==> config.mk <==
export PLATFORM = sky130hd
export DESIGN_NAME = l1d_port_rr_arb_flat
export DESIGN_NICKNAME = d
export VERILOG_FILES = /design/src/rtl/l1d_port_rr_arb_pkg.sv /design/src/rtl/l1d_port_rr_arb_if.sv /design/src/rtl/l1d_port_rr_arb_rr_pick.sv /design/src/rtl/onehot_mux.sv /design/src/rtl/l1d_port_rr_arb.sv /design/src/flat_wrapper.sv
export SDC_FILE = /design/constraint.sdc
export NUM_CORES = 1
export LEC_CHECK = 0
export CORE_AREA = 2 2 131 133
export CTS_BUF_LIST = sky130_fd_sc_hd__clkbuf_4 sky130_fd_sc_hd__clkbuf_8
export DETAILED_ROUTE_END_ITERATION = 10
export DIE_AREA = 0 0 133 135
export PLACE_DENSITY = 0.79
export SYNTH_ARGS = -nofsm -noshare
export SYNTH_HDL_FRONTEND = slang
export SYNTH_SLANG_ARGS = --single-unit
==> constraint.sdc <==
create_clock -name clk -period 2.6 [get_ports clk]
set_input_delay 0.52 -clock clk [delete_from_list [all_inputs] [get_ports clk]]
set_output_delay 0.52 -clock clk [all_outputs]
set_load 0.005 [all_outputs]
==> src/rtl/l1d_port_rr_arb_pkg.sv <==
// Shared types and helpers for the L1D port round-robin arbiter.
package l1d_arb_pkg;

    // Widest requester vector the index helper can encode.
    localparam int MAX_REQ = 32;

    typedef enum logic {
        ARB_IDLE,
        ARB_LOCKED
    } arb_state_e;

    // Encodes a one-hot vector into its bit index by OR-ing the indices of
    // the set bits; the result is only meaningful for a one-hot input.
    function automatic int unsigned onehot_to_idx(input logic [MAX_REQ-1:0] oh);
        int unsigned idx;
        idx = 0;
        for (int i = 0; i < MAX_REQ; i++) begin
            if (oh[i]) begin
                idx = idx | unsigned'(i);
            end
        end
        return idx;
    endfunction

endpackage

==> src/rtl/l1d_port_rr_arb_if.sv <==
// Requester-side and downstream-side handshake bundle of the L1D port arbiter.
interface l1d_port_rr_arb_if #(
    parameter int N_REQ      = 4,
    parameter int DATA_WIDTH = 64
);
    localparam int SRC_W = $clog2(N_REQ);

    logic [N_REQ-1:0]            req_valid_i;
    logic [N_REQ-1:0]            req_last_i;
    logic [N_REQ*DATA_WIDTH-1:0] req_data_i;
    logic [N_REQ-1:0]            req_ready_o;
    logic                        out_valid_o;
    logic                        out_ready_i;
    logic [DATA_WIDTH-1:0]       out_data_o;
    logic                        out_last_o;
    logic [SRC_W-1:0]            out_src_o;
    logic                        burst_err_o;

    // Requesters plus the downstream consumer.
    modport master (
        output req_valid_i, req_last_i, req_data_i, out_ready_i,
        input  req_ready_o, out_valid_o, out_data_o, out_last_o, out_src_o, burst_err_o
    );

    // The arbiter itself.
    modport slave (
        input  req_valid_i, req_last_i, req_data_i, out_ready_i,
        output req_ready_o, out_valid_o, out_data_o, out_last_o, out_src_o, burst_err_o
    );
endinterface

==> src/rtl/l1d_port_rr_arb_rr_pick.sv <==
// Round-robin pick: first valid requester at or after rr_ptr, with wrap.
module rr_pick #(
    parameter int N_REQ = 4,
    parameter int SRC_W = $clog2(N_REQ)
) (
    input  logic [N_REQ-1:0] valid,
    input  logic [SRC_W-1:0] rr_ptr,
    output logic [N_REQ-1:0] gnt
);
    logic [2*N_REQ-1:0] dbl_valid;
    logic [2*N_REQ-1:0] dbl_gnt;
    logic               found;

    // The doubled vector turns the modulo search into a plain priority scan.
    assign dbl_valid = {valid, valid};

    // Priority search over the doubled vector starting at rr_ptr.
    always_comb begin
        dbl_gnt = '0;
        found   = 1'b0;
        for (int i = 0; i < 2*N_REQ; i++) begin
            if (!found && (i >= int'(rr_ptr)) && dbl_valid[i]) begin
                dbl_gnt[i] = 1'b1;
                found      = 1'b1;
            end
        end
    end

    assign gnt = dbl_gnt[N_REQ-1:0] | dbl_gnt[2*N_REQ-1:N_REQ];
endmodule

==> src/rtl/onehot_mux.sv <==
// AND-OR multiplexer selecting one packed source by a one-hot select.
module onehot_mux #(
    parameter int SOURCE_COUNT = 4,
    parameter int DATA_WIDTH   = 64
) (
    input  logic [SOURCE_COUNT-1:0]            sel,
    input  logic [SOURCE_COUNT*DATA_WIDTH-1:0] data_in,
    output logic [DATA_WIDTH-1:0]              data_out
);
    // OR together every source whose select bit is set.
    always_comb begin
        // NOTE: defaulting every always_comb output first keeps a path with no assignment from inferring a latch.
        data_out = '0;
        for (int i = 0; i < SOURCE_COUNT; i++) begin
            if (sel[i]) begin
                data_out = data_out | data_in[i*DATA_WIDTH +: DATA_WIDTH];
            end
        end
    end
endmodule

==> src/rtl/l1d_port_rr_arb.sv <==
// Round-robin arbiter with burst lock sharing one downstream L1D port.
module l1d_port_rr_arb
    import l1d_arb_pkg::*;
#(
    parameter int N_REQ      = 4,
    parameter int DATA_WIDTH = 64,
    parameter int MAX_BEATS  = 8,
    parameter int SRC_W      = $clog2(N_REQ)
) (
    input  logic                clk,
    input  logic                rstn,
    l1d_port_rr_arb_if.slave    bus
);
    localparam int CNT_W = $clog2(MAX_BEATS + 1);
    localparam int BEAT_W = DATA_WIDTH + 1;

    arb_state_e                 state;
    logic [SRC_W-1:0]           rr_ptr;
    logic [SRC_W-1:0]           owner;
    logic [CNT_W-1:0]           beat_cnt;

    logic [N_REQ-1:0]           pick_gnt;
    logic [N_REQ-1:0]           gnt;
    logic [N_REQ-1:0]           ready;
    logic                       can_load;
    logic                       accept;
    logic [SRC_W-1:0]           src;
    logic [SRC_W-1:0]           next_ptr;
    logic [CNT_W-1:0]           cnt_next;
    logic                       overlong;
    logic [N_REQ*BEAT_W-1:0]    mux_in;
    logic [BEAT_W-1:0]          sel_beat;
    logic                       beat_last;

    rr_pick #(.N_REQ(N_REQ), .SRC_W(SRC_W)) u_pick (
        .valid  (bus.req_valid_i),
        .rr_ptr (rr_ptr),
        .gnt    (pick_gnt)
    );

    // Each mux source carries the payload with its last flag on top.
    for (genvar j = 0; j < N_REQ; j++) begin : g_mux_in
        assign mux_in[j*BEAT_W +: BEAT_W] =
            {bus.req_last_i[j], bus.req_data_i[j*DATA_WIDTH +: DATA_WIDTH]};
    end

    onehot_mux #(.SOURCE_COUNT(N_REQ), .DATA_WIDTH(BEAT_W)) u_mux (
        .sel      (gnt),
        .data_in  (mux_in),
        .data_out (sel_beat)
    );

    // A locked owner keeps the grant even while its valid is low.
    always_comb begin
        gnt = pick_gnt;
        if (state == ARB_LOCKED) begin
            gnt = {{(N_REQ-1){1'b0}}, 1'b1} << owner;
        end
    end

    assign can_load       = !bus.out_valid_o || bus.out_ready_i;
    assign ready          = gnt & {N_REQ{can_load}};
    assign bus.req_ready_o = ready;
    assign accept         = |(bus.req_valid_i & ready);
    assign src            = SRC_W'(onehot_to_idx(MAX_REQ'(gnt)));
    assign beat_last      = sel_beat[DATA_WIDTH];

    // Explicit wrap so a non-power-of-two N_REQ never lands on an unused index.
    assign next_ptr = (src == SRC_W'(N_REQ - 1)) ? '0 : src + SRC_W'(1);
    assign cnt_next = (state == ARB_LOCKED) ? beat_cnt + CNT_W'(1) : CNT_W'(1);
    assign overlong = !beat_last && (cnt_next == CNT_W'(MAX_BEATS));

    // Burst-lock FSM, round-robin pointer and overlong-burst pulse.
    always_ff @(posedge clk or negedge rstn) begin
        if (!rstn) begin
            state           <= ARB_IDLE;
            rr_ptr          <= '0;
            owner           <= '0;
            beat_cnt        <= '0;
            bus.burst_err_o <= 1'b0;
        end else begin
            // NOTE: non-blocking assignments let every register see pre-edge values, so ordering inside the block does not matter.
            bus.burst_err_o <= 1'b0;
            if (accept) begin
                if (beat_last) begin
                    state    <= ARB_IDLE;
                    beat_cnt <= '0;
                    rr_ptr   <= next_ptr;
                end else if (overlong) begin
                    bus.burst_err_o <= 1'b1;
                    state           <= ARB_IDLE;
                    beat_cnt        <= '0;
                    rr_ptr          <= next_ptr;
                end else begin
                    state    <= ARB_LOCKED;
                    owner    <= src;
                    beat_cnt <= cnt_next;
                end
            end
        end
    end

    // Single-entry output stage: load on accept, clear on a pop without reload.
    always_ff @(posedge clk or negedge rstn) begin
        if (!rstn) begin
            // NOTE: the payload registers are reset too, so the port shows a clean zero beat right after reset.
            bus.out_valid_o <= 1'b0;
            bus.out_data_o  <= '0;
            bus.out_last_o  <= 1'b0;
            bus.out_src_o   <= '0;
        end else if (accept) begin
            bus.out_valid_o <= 1'b1;
            bus.out_data_o  <= sel_beat[DATA_WIDTH-1:0];
            bus.out_last_o  <= beat_last;
            bus.out_src_o   <= src;
        end else if (bus.out_ready_i) begin
            bus.out_valid_o <= 1'b0;
        end
    end
endmodule

==> src/flat_wrapper.sv <==
// flat-port wrapper written by rule: the top's interface ports become plain ports
module l1d_port_rr_arb_flat import l1d_arb_pkg::*;
#(
    parameter int N_REQ      = 4,
    parameter int DATA_WIDTH = 64,
    parameter int MAX_BEATS  = 8,
    parameter int SRC_W      = $clog2(N_REQ)
)
  (clk, rstn, bus_req_valid_i, bus_req_last_i, bus_req_data_i, bus_out_ready_i, bus_req_ready_o, bus_out_valid_o, bus_out_data_o, bus_out_last_o, bus_out_src_o, bus_burst_err_o);
  l1d_port_rr_arb_if #(.N_REQ(N_REQ), .DATA_WIDTH(DATA_WIDTH)) bus_i ();
  input  logic clk;
  input  logic rstn;
  input wire logic [$bits(bus_i.req_valid_i)-1:0] bus_req_valid_i;
  input wire logic [$bits(bus_i.req_last_i)-1:0] bus_req_last_i;
  input wire logic [$bits(bus_i.req_data_i)-1:0] bus_req_data_i;
  input wire logic [$bits(bus_i.out_ready_i)-1:0] bus_out_ready_i;
  output wire logic [$bits(bus_i.req_ready_o)-1:0] bus_req_ready_o;
  output wire logic [$bits(bus_i.out_valid_o)-1:0] bus_out_valid_o;
  output wire logic [$bits(bus_i.out_data_o)-1:0] bus_out_data_o;
  output wire logic [$bits(bus_i.out_last_o)-1:0] bus_out_last_o;
  output wire logic [$bits(bus_i.out_src_o)-1:0] bus_out_src_o;
  output wire logic [$bits(bus_i.burst_err_o)-1:0] bus_burst_err_o;
  assign bus_i.req_valid_i = bus_req_valid_i;
  assign bus_i.req_last_i = bus_req_last_i;
  assign bus_i.req_data_i = bus_req_data_i;
  assign bus_i.out_ready_i = bus_out_ready_i;
  assign bus_req_ready_o = bus_i.req_ready_o;
  assign bus_out_valid_o = bus_i.out_valid_o;
  assign bus_out_data_o = bus_i.out_data_o;
  assign bus_out_last_o = bus_i.out_last_o;
  assign bus_out_src_o = bus_i.out_src_o;
  assign bus_burst_err_o = bus_i.burst_err_o;
  l1d_port_rr_arb #(.N_REQ(N_REQ), .DATA_WIDTH(DATA_WIDTH), .MAX_BEATS(MAX_BEATS), .SRC_W(SRC_W)) u_core (.clk(clk), .rstn(rstn), .bus(bus_i));
endmodule
==> impl_metrics.tcl <==
set metrics [dict create \
    max_stage_delay_ps 450 \
    p_switching_uw 4010 \
    fmax_ghz 0.400 \
    io_buffer_count 339 \
    grt_setup_unrepaired "false" \
    setup_violations 0 \
    fin_crit_sh 0.962 \
    fp-row-count 47 \
    wire_per_inst_um 17.8 \
    syn-cell-area_um2 4460 \
    clkSinkCount 78 \
    die_h_um 135 \
    p_seq_frac 0.232 \
    finalCriticalPeriod_ps 2500 \
    timing.hold.ws_ps 120 \
    gp_congestion 0.862 \
    fin_util 0.524 \
    required_ps 2080 \
    p_leak_uw 0.00335 \
    fin_skew_ps 8.78 \
    cts_max_level 3 \
    post-synth-top-count-cell "a22oi_1" \
    cts_buffer_depth 2 \
    cts_tree "built" \
    synthArstFlopShare 1.00 \
    cp_max_fo 5 \
    synth-seq-cells 78 \
    pwr-share-clk 0.107 \
    crit_family "flip-flops" \
    overflow 0 \
    max_cap_violations 0 \
    hpwl_mm 14.6 \
    synth_nets 741 \
    die_w_um 133 \
    grt_pass1_wl_mm 27.9 \
    yosysSeqAreaShare 0.438 \
    viasPerCell 5.11 \
    path_cells "nand2b_4 -> a22oi_2 -> nor3_1 -> buf_4 -> a21o_2 -> and2_1 -> dlygate4sd2_1" \
    cpMaxStageDelayCell "dfrtp_1" \
    setup_slack_ps 99.6 \
    yosys_warnings 0 \
    cp-end-kind "output pin" \
    worstSetupPathType "reg2out" \
    io_pins 340 \
    ys_types 44 \
    synthCells 473 \
    antenna_cells 0 \
    hp-class "in2async" \
    startpoint_type "register" \
    swShare 0.410 \
    grt_start_max_net_pins 67 \
    finalWirelength_mm 18.7 \
    power_density_nw_per_um2 1140 \
    path_clk_slew_ps 80 \
    worstPathArrival_ps 1980 \
    drive_gt1_frac 0.0992 \
    drc_errors 0 \
    tightest_slew_ps 504 \
    hold_violations 0 \
    die-area_um2 18000 \
    clock_latency_ps 350 \
    yosys-top-cells-area "dfrtp_1 (44%), a22oi_1 (22%), a31oi_1 (9.1%)" \
    maxSlewHeadroom 0.664 \
    p_int_uw 5760 \
    cts_buffers 9 \
    cts_root_buf "clkbuf_8" \
    combPwrFrac 0.661 \
    placed_cells 1027 \
    finalSetupTns_ps 0 \
    place_ws_ps -290 \
    path_buf_inv 2 \
    initial_core_util 0.272 \
    yosysTopAreaCellShare 0.438 \
    vias 5349 \
    grt_pass1_vias 5254 \
    synth_top_area_cell "dfrtp_1" \
    final_cells 1047 \
    synth-edff-count 0 \
    status "finished clean" \
    holdBufCountCts 0 \
    ant_nets 0 \
    drtIter0Drc 336 \
    grt_usage 0.199 \
    core_area_um2 16400 \
    synth_common_cells "a22oi_1 (129), nor2_1 (79), dfrtp_1 (78)" \
    antenna_found_initial 1 \
    synth_ff_type "dfrtp_1" \
    syn_to_final_growth_pct 92.8 \
    drt_first_pass_iters 5 \
    drv_slew 0 \
    postSynthAreaPerCell_um2 9.43 \
    vdd.ir_drop.worst_v 0.000806 \
    nNetsFinal 1090 \
]
## sequential cells by signal, summed over array words and instances (netlist names)
signal and cells:
u_core.bus.burst_err_o 1, u_core.state 1, u_core.bus.out_data_o 64, u_core.rr_ptr 2
u_core.owner 2, u_core.bus.out_last_o 1, u_core.bus.out_src_o 2, u_core.bus.out_valid_o 1
u_core.beat_cnt 4
## stage by stage
stage	power [µW]	instance area, µm²
final	9770	8600
after global routing	10500	8600
after CTS	9820	8560
after detailed placement	8730	8320
after global placement	8570	8320
after floorplan	5710	4460
## power groups by stage
stage,Sequential [µW],Combinational (µW),Clock [µW]
final,2270,6460,1050
after global routing,2360,7040,1130
after CTS,2270,6460,1090
after detailed placement,2290,6440,0
after global placement,2260,6310,0
after floorplan,2260,3460,0
## layout by cell type, fill, tap and decap left out, types with 3 or more instances in the layout
cell               n
buf_4             36
nor3_1             3
and2_1             4
a31oi_1           65
mux2i_1            5
clkdlybuf4s50_1  330
a21oi_1            3
dfrtp_1           76
nor3b_1            3
buf_12             9
inv_1              7
o21ai_1            4
clkbuf_8          10
a22oi_1          128
nor2_1            78
nand3_1            6
dlygate4sd2_1      5
## area by class of cell
cell class / count / area [µm²]
Inverter: 7 / 26.3
Multi-Input combinational cell: 341 / 2270
Clock buffer: 11 / 145
Timing Repair Buffer: 385 / 3850
Fill cell: 1499 / 7810
Tap cell: 220 / 275
Clock inverter: 5 / 81.3
Sequential cell: 78 / 1950
## per-layer routing
layer  wire (µm)  GRT usage
met5           0          0
met4         317     0.0627
met3        1760     0.0556
met2        9490      0.347
met1        7110      0.238
## cells by family (layout without fill, tap and decap cells)
group / after synthesis / in the layout / share of synthesized area
AO/OA/AOI/OAI: 220 / 220 / 0.365
XOR/XNOR: 2 / 2 / 0.00393
adder cells (fa/ha/maj): 1 / 1 / 0.00281
buffers and inverters: 54 / 408 / 0.0620
flip-flops: 78 / 78 / 0.438
multiplexers: 8 / 8 / 0.0196
AND/OR/NAND/NOR: 110 / 110 / 0.109
## timing repair
action	in CTS	in global routing
setup buffers	2	2
pin swaps	3	2
setup endpoints to repair	4	2
resized for setup	12	8
## worst paths after layout
path	cells past startpoint	startpoint	slack, ps	to
setup / recovery	7	u_core.rr_ptr[0]$_DFFE_PN0P_	100	bus_req_ready_o[0]
hold / removal	1	rstn	120	u_core.owner[1]$_DFFE_PN0P_
setup reg to reg	11	u_core.rr_ptr[0]$_DFFE_PN0P_	200	u_core.bus.out_data_o[11]$_DFFE_PN0P_
hold reg to reg	1	u_core.beat_cnt[3]$_DFFE_PN0P_	520	u_core.beat_cnt[3]$_DFFE_PN0P_
max in group asynchronous	2	rstn	1870	u_core.bus.out_data_o[5]$_DFFE_PN0P_
min in group clk	1	u_core.beat_cnt[3]$_DFFE_PN0P_	520	u_core.beat_cnt[3]$_DFFE_PN0P_
No activity file was read; power rests on OpenSTA's default activity.
